File: src/rtl/prbs_gen_16b.sv
// prbs_gen_16b: 16-bit parallel PRBS7/15/31 or fixed-pattern word generator
// with seed loading and single-bit error injection on dout[0].
module prbs_gen_16b (
   input  logic        clk_prbs,
   input  logic        rst,
   input  logic        en,
   input  logic [1:0]  mode,
   input  logic [30:0] seed,
   input  logic        load_seed,
   input  logic [15:0] pattern,
   input  logic        inj_err,
   output logic [15:0] dout,
   output logic        dout_valid
);
   logic [30:0] hist, hist_nxt, mask, seed_m;
   logic [15:0] word;
   logic [1:0]  mode_q;
   logic        err_pend;
   logic [22:0] e7;
   logic [30:0] e15;
   logic [46:0] e31;
   // e[i] = b[i-N]: low N bits are the history, upper 16 are this word's bits
   always_comb begin
      e7 = {16'd0, hist[6:0]};
      for (int j = 0; j < 16; j++) e7[7 + j] = e7[j] ^ e7[j + 1];
   end
   always_comb begin
      e15 = {16'd0, hist[14:0]};
      for (int j = 0; j < 16; j++) e15[15 + j] = e15[j] ^ e15[j + 1];
   end
   always_comb begin
      e31 = {16'd0, hist};
      for (int j = 0; j < 16; j++) e31[31 + j] = e31[j] ^ e31[j + 3];
   end
   always_comb begin
      word     = mode == 2'd0 ? e7[22:7] : mode == 2'd1 ? e15[30:15] : mode == 2'd2 ? e31[46:31] : pattern;
      hist_nxt = mode == 2'd0 ? {24'd0, e7[22:16]} : mode == 2'd1 ? {16'd0, e15[30:16]} : mode == 2'd2 ? e31[46:16] : hist;
      mask     = mode == 2'd0 ? 31'h7f : mode == 2'd1 ? 31'h7fff : 31'h7fff_ffff;
      seed_m   = (seed & mask) == 31'd0 ? mask : seed & mask;
   end
   always_ff @(posedge clk_prbs) begin
      if (rst) begin
         hist       <= 31'h7fff_ffff;
         mode_q     <= mode;
         dout       <= 16'd0;
         dout_valid <= 1'b0;
         err_pend   <= 1'b0;
      end else if (load_seed) begin
         hist       <= seed_m;
         dout       <= 16'd0;
         dout_valid <= 1'b0;
         err_pend   <= err_pend | inj_err;
      end else if (mode != mode_q) begin
         hist       <= 31'h7fff_ffff;
         mode_q     <= mode;
         dout_valid <= 1'b0;
         err_pend   <= err_pend | inj_err;
      end else if (en) begin
         hist       <= hist_nxt;
         dout       <= word ^ {15'd0, err_pend | inj_err};
         dout_valid <= 1'b1;
         err_pend   <= 1'b0;
      end else begin
         dout_valid <= 1'b0;
         err_pend   <= err_pend | inj_err;
      end
   end
endmodule
File: config.mk
export PLATFORM = sky130hd
export DESIGN_NAME = prbs_gen_16b
export DESIGN_NICKNAME = d
export VERILOG_FILES = /design/src/rtl/prbs_gen_16b.sv
export SDC_FILE = /design/constraint.sdc
export NUM_CORES = 1
export LEC_CHECK = 0
export ABC_CLOCK_PERIOD_IN_PS = 4260
export BUFFER_PORTS_ARGS = -buffer_cell sky130_fd_sc_hd__buf_4
export CORE_ASPECT_RATIO = 0.6
export CORE_MARGIN = 1.5
export CORE_UTILIZATION = 51
export DETAILED_ROUTE_END_ITERATION = 10
export PLACE_DENSITY = 0.75
export SKIP_CTS_REPAIR_TIMING = 1
export SYNTH_ARGS = -nofsm -noshare
export SYNTH_HDL_FRONTEND = slang
export SYNTH_SLANG_ARGS = --single-unit
File: constraint.sdc
create_clock -name clk_prbs -period 4.26 [get_ports clk_prbs]
set_input_delay 0.213 -clock clk_prbs [delete_from_list [all_inputs] [get_ports clk_prbs]]
set_output_delay 0.213 -clock clk_prbs [all_outputs]
set_load 0.1 [all_outputs]
Yosys cells after proc, flatten, opt, wreduce, memory -nomap -nowiden
Index checks and enable logic that the tools add are counted.
Widths: inputs -> output; s select.
- bits in registers: 51
- bits of input ports: 54
- output and inout bits: 17
- word-level logic and storage cells: 83
- eq/ne operators: 4
- multiplexer cells: 19
- bitwise gates (word level): 45
- reductions and logical operators: 10
- operators with widths (kind ; number):
    $mux 31 ; 9
    $mux 16 ; 3
    $xor 1x1->1 ; 41
    $and 31x31->31 ; 1
    $logic_not 31->1 ; 1
    $xor 16x1->16 ; 1
    $mux 2 ; 3
    $reduce_and 2->1 ; 3
    $reduce_bool 5->1 ; 1
    $mux 1 ; 4
    $reduce_bool 3->1 ; 1
    $reduce_or 3->1 ; 1
    $eq 2x1->1 const B ; 1
    $eq 2x2->1 const B ; 1
    $logic_not 2->1 ; 1
    $ne 2x2->1 ; 1
    $ne 2x2->1 const B ; 1
    $reduce_bool 2->1 ; 1
    $reduce_or 2->1 ; 1
    $not 1->1 ; 1
    $or 1x1->1 ; 1

Longest topological paths before layout
- depth after elaboration: 7
- mapped depth: 8
- mapped depth without buffers: 5

Worst setup path before layout
OpenSTA, ideal clock, no wires.
- path kind: reg2reg
- start: register mode_q[0]
- end: register hist[11]
- setup time: 0.138 ns
- data arrival time: 1.453 ns
- required time: 4.122 ns
- setup slack: 2.669 ns
- cell stages (with the launch flop): 8
- path buffers: 2
- clock period less this slack: 1.591 ns
- path through: edfxtp_1 > xnor2_1 > and2_1 > nand2b_1 > buf_2 > buf_2 > a221oi_1 > o31ai_1
- longest elaborated chain between the ends: 3
- elaborated cells between the ends (all ways): 6
- classes of those cells: eq/ne: 1; mux: 2; reduce/logical: 3
- ends and longest elaborated chain (element ; RTL line ; RTL):
    start, declared ; 17 ; logic [1:0] mode_q;
    start signal, assigned ; 44 ; mode_q <= mode;
    start signal, assigned ; 55 ; mode_q <= mode;
    $ne 2x2->1 (*) ; 53 ; end else if (mode != mode_q) begin
    $reduce_bool 5->1 (no source line), or another cell as far along ; - ;
    $reduce_and 2->1 (no source line) or $mux 31 (tied branches) ; - ;
    end signal, assigned ; 49 ; hist <= seed_m;
    end signal, assigned ; 59 ; hist <= hist_nxt;
    end, declared ; 15 ; logic [30:0] hist, hist_nxt, mask, seed_m;
Mark *: on every way between the ends. The rest lies on a longest branch, timed or not.
A chain may end at the register's enable or synchronous reset.

Worst setup path in the final report
- start: input port seed[17]
- end: register hist[2]
- longest elaborated chain between the ends: 4
- ends and longest elaborated chain (element ; RTL line ; RTL):
    start, declared ; 8 ; input logic [30:0] seed,
    $and 31x31->31 ; 39 ; seed_m = (seed & mask) == 31'd0 ? mask : seed & mask;
    $logic_not 31->1 ; 39 ;
    $mux 31 ; 39 ;
    $mux 31 ; 48 ; end else if (load_seed) begin
No other way between the ends.

==> reports/results.ini <==
[die]
die_width_um=108
core_um2=6280
pin_count=71
initial_core_util=0.541
fp.dieArea_um2=7170
dieHeight_um=66.2
fp-row-count=22

[worst_hold_path]
hp-class=in2reg

[clock_network]
clock_path_buffers=2
cts_tree=yes
clk-insertion-delay-late_ns=0.33
ctsHtreeMaxLevel=2
cts-root-buf=clkbuf_8
clock-sinks=51
cts_buffers=5
clk_pin_slew_worst_paths_ns=0.10

[setup_path]
regToRegSetupSlack_ns=1.98
arrival_ns=2.62
worst_ep_required_time_ns=4.50
start_kind=primary input
endpoint_kind=flop
path_max_fanout=31
critPathKind=in2reg

[route]
drt-total-wl_um=10700
vias_per_cell=6.49
avgRoutedWirePerCell_um=19.3
drtIter0Drc=478
firstDrtPassIters=7
antenna_left=0
drc=0
vias=3576

[logic_synthesis]
yosysWarnings=0
synth.distinct_cells=47
synth_nets=491
synth_top_flop_cell=dfxtp_1
syn_area_per_cell_um2=7.76
yosysTopAreaCell=dfxtp_1
synth-seq-area-share=0.307
ys_top_cells_by_area=dfxtp_1 29%, a21oi_1 9.4%, xor2_1 8.0%
synth.most_common_cell=a21oi_1
synth_cells=437
post_synth_instance_area_um2=3390
synth_top_area_share=0.289
ys_top_cells_by_count=64 x a21oi_1, 56 x nor2_1, 49 x dfxtp_1
async_flop_share=0
ys_seq_elements=51
synth_edf_count=2

[finish]
fin_nets=520
fillCellCount=587
diodes=0
stdcell_count=551
areaGrowthSynthToFinish_pct=15.2
drive_gt1_frac=0.186

[grt]
grt_max_degree=75
grt-ovfl-total=0
grt_util_all_layers=0.310
antenna_found_initial=0
grt_first_pass_wirelength_um=17000
first_global_vias=3223

[pwr]
pwr-share-seq=0.466
ir_worst_vdd_mv=0.149
power.total_w=0.00127
p_int_w=0.000796
pwr_density_cell_nw_per_um2=326
combPwrFrac=0.306
swShare=0.375
leakage_nw=1.57
power_frac_clock=0.228
power_switching_w=0.000477

[sta]
relSlewSlack=0.107
fin_skew_ns=0.0129
hold_viol=0
fmax_mhz=420
setup_viol=0
min_period_over_period=0.559
rsz0062_at_grt=false
finalSetupTns_ns=0
final_max_slew_viol_count=0
fin_crit_ns=2.38
worst_pin_slew_ns=1.34

[placement]
place_inst=543
hpwlAfterDp_um=7440
gp_congestion=0.934
port_buffers=70

[run]
max-cap-violations=0

[status]
status=finished clean

## cell type report
type	count	area (µm²)	share of cell area
Sequential cell	51	1040	0.266
Inverter	9	33.8	0.00864
Multi-Input combinational cell	328	2120	0.541
Clock buffer	7	76.3	0.0195
Timing Repair Buffer	71	533	0.136
Tap cell	84	105	0.0269
Clock inverter	1	5.00	0.00128
## worst paths after layout
path	depth (start not counted)	start	to
hold reg to reg	2	dout[3]	dout[3]
setup / recovery	6	seed[17]	hist[2]
hold / removal	3	seed[13]	hist[13]
setup reg to reg	5	hist[3]	hist[5]
## power by group through the flow
stage | clock [W] | sequential [W] | combinational, W
after detailed placement | 0 | 0.000601 | 0.000383
final | 0.000291 | 0.000593 | 0.000390
after global placement | 0 | 0.000600 | 0.000374
after global routing | 0.000315 | 0.000597 | 0.000422
after floorplan | 0 | 0.000583 | 0.000283
after CTS | 0.000291 | 0.000590 | 0.000384
## placed cells by master (no fill, tap or decap), types with 9 or more instances in the layout
| cell type | synthesis | layout |
|---|---|---|
| o22ai_1 | 10 | 10 |
| dfxtp_1 | 49 | 49 |
| nor2_1 | 56 | 56 |
| a21oi_1 | 64 | 63 |
| xor2_1 | 31 | 31 |
| xnor2_1 | 13 | 13 |
| buf_4 | 4 | 71 |
| a221oi_1 | 9 | 9 |
| nor3_1 | 12 | 12 |
| inv_1 | 9 | 9 |
| o31ai_1 | 31 | 31 |
| nand2_1 | 18 | 18 |
| o21ai_0 | 11 | 11 |
## flip-flops by register name, summed over array words and instances (netlist names)
name        cells
dout_valid      1
err_pend        1
mode_q          2
dout           16
hist           31
## stage by stage
step,setup WS [ns],cell area (µm²),hold WS (ns),utilization
after floorplan,2.67,3390,0.312,-
after global placement,1.67,3830,0.450,0.610
after CTS,1.93,3910,0.145,0.623
after detailed placement,1.59,3830,0.458,0.610
after global routing,1.77,3910,0.153,0.623
final,1.88,3910,0.136,0.623
## critical path, cell delays in order
cell and delay, ns:
buf_4 0.11, nor4_1 0.45, nand4_1 0.24, a311oi_4 1.19
nor2_1 0.11, o31ai_1 0.30
## per-layer routing
metal | up-vias | share of wire | global-route usage
met5 | - | 0 | 0
met4 | 0 | 0.018 | 0.0839
met3 | 24 | 0.11 | 0.0768
met2 | 214 | 0.42 | 0.463
met1 | 1691 | 0.44 | 0.445
li1 | 1647 | - | -
## cells by family (layout without fill, tap and decap cells)
family / Yosys count / count (layout) / synth area share
buf+inv: 58 / 88 / 0.0763
flops: 51 / 51 / 0.307
xor+xnor: 45 / 45 / 0.118
mux: 8 / 8 / 0.0387
compound gates: 163 / 163 / 0.312
simple gates: 112 / 112 / 0.148
Power figures use the tool's default switching activity.
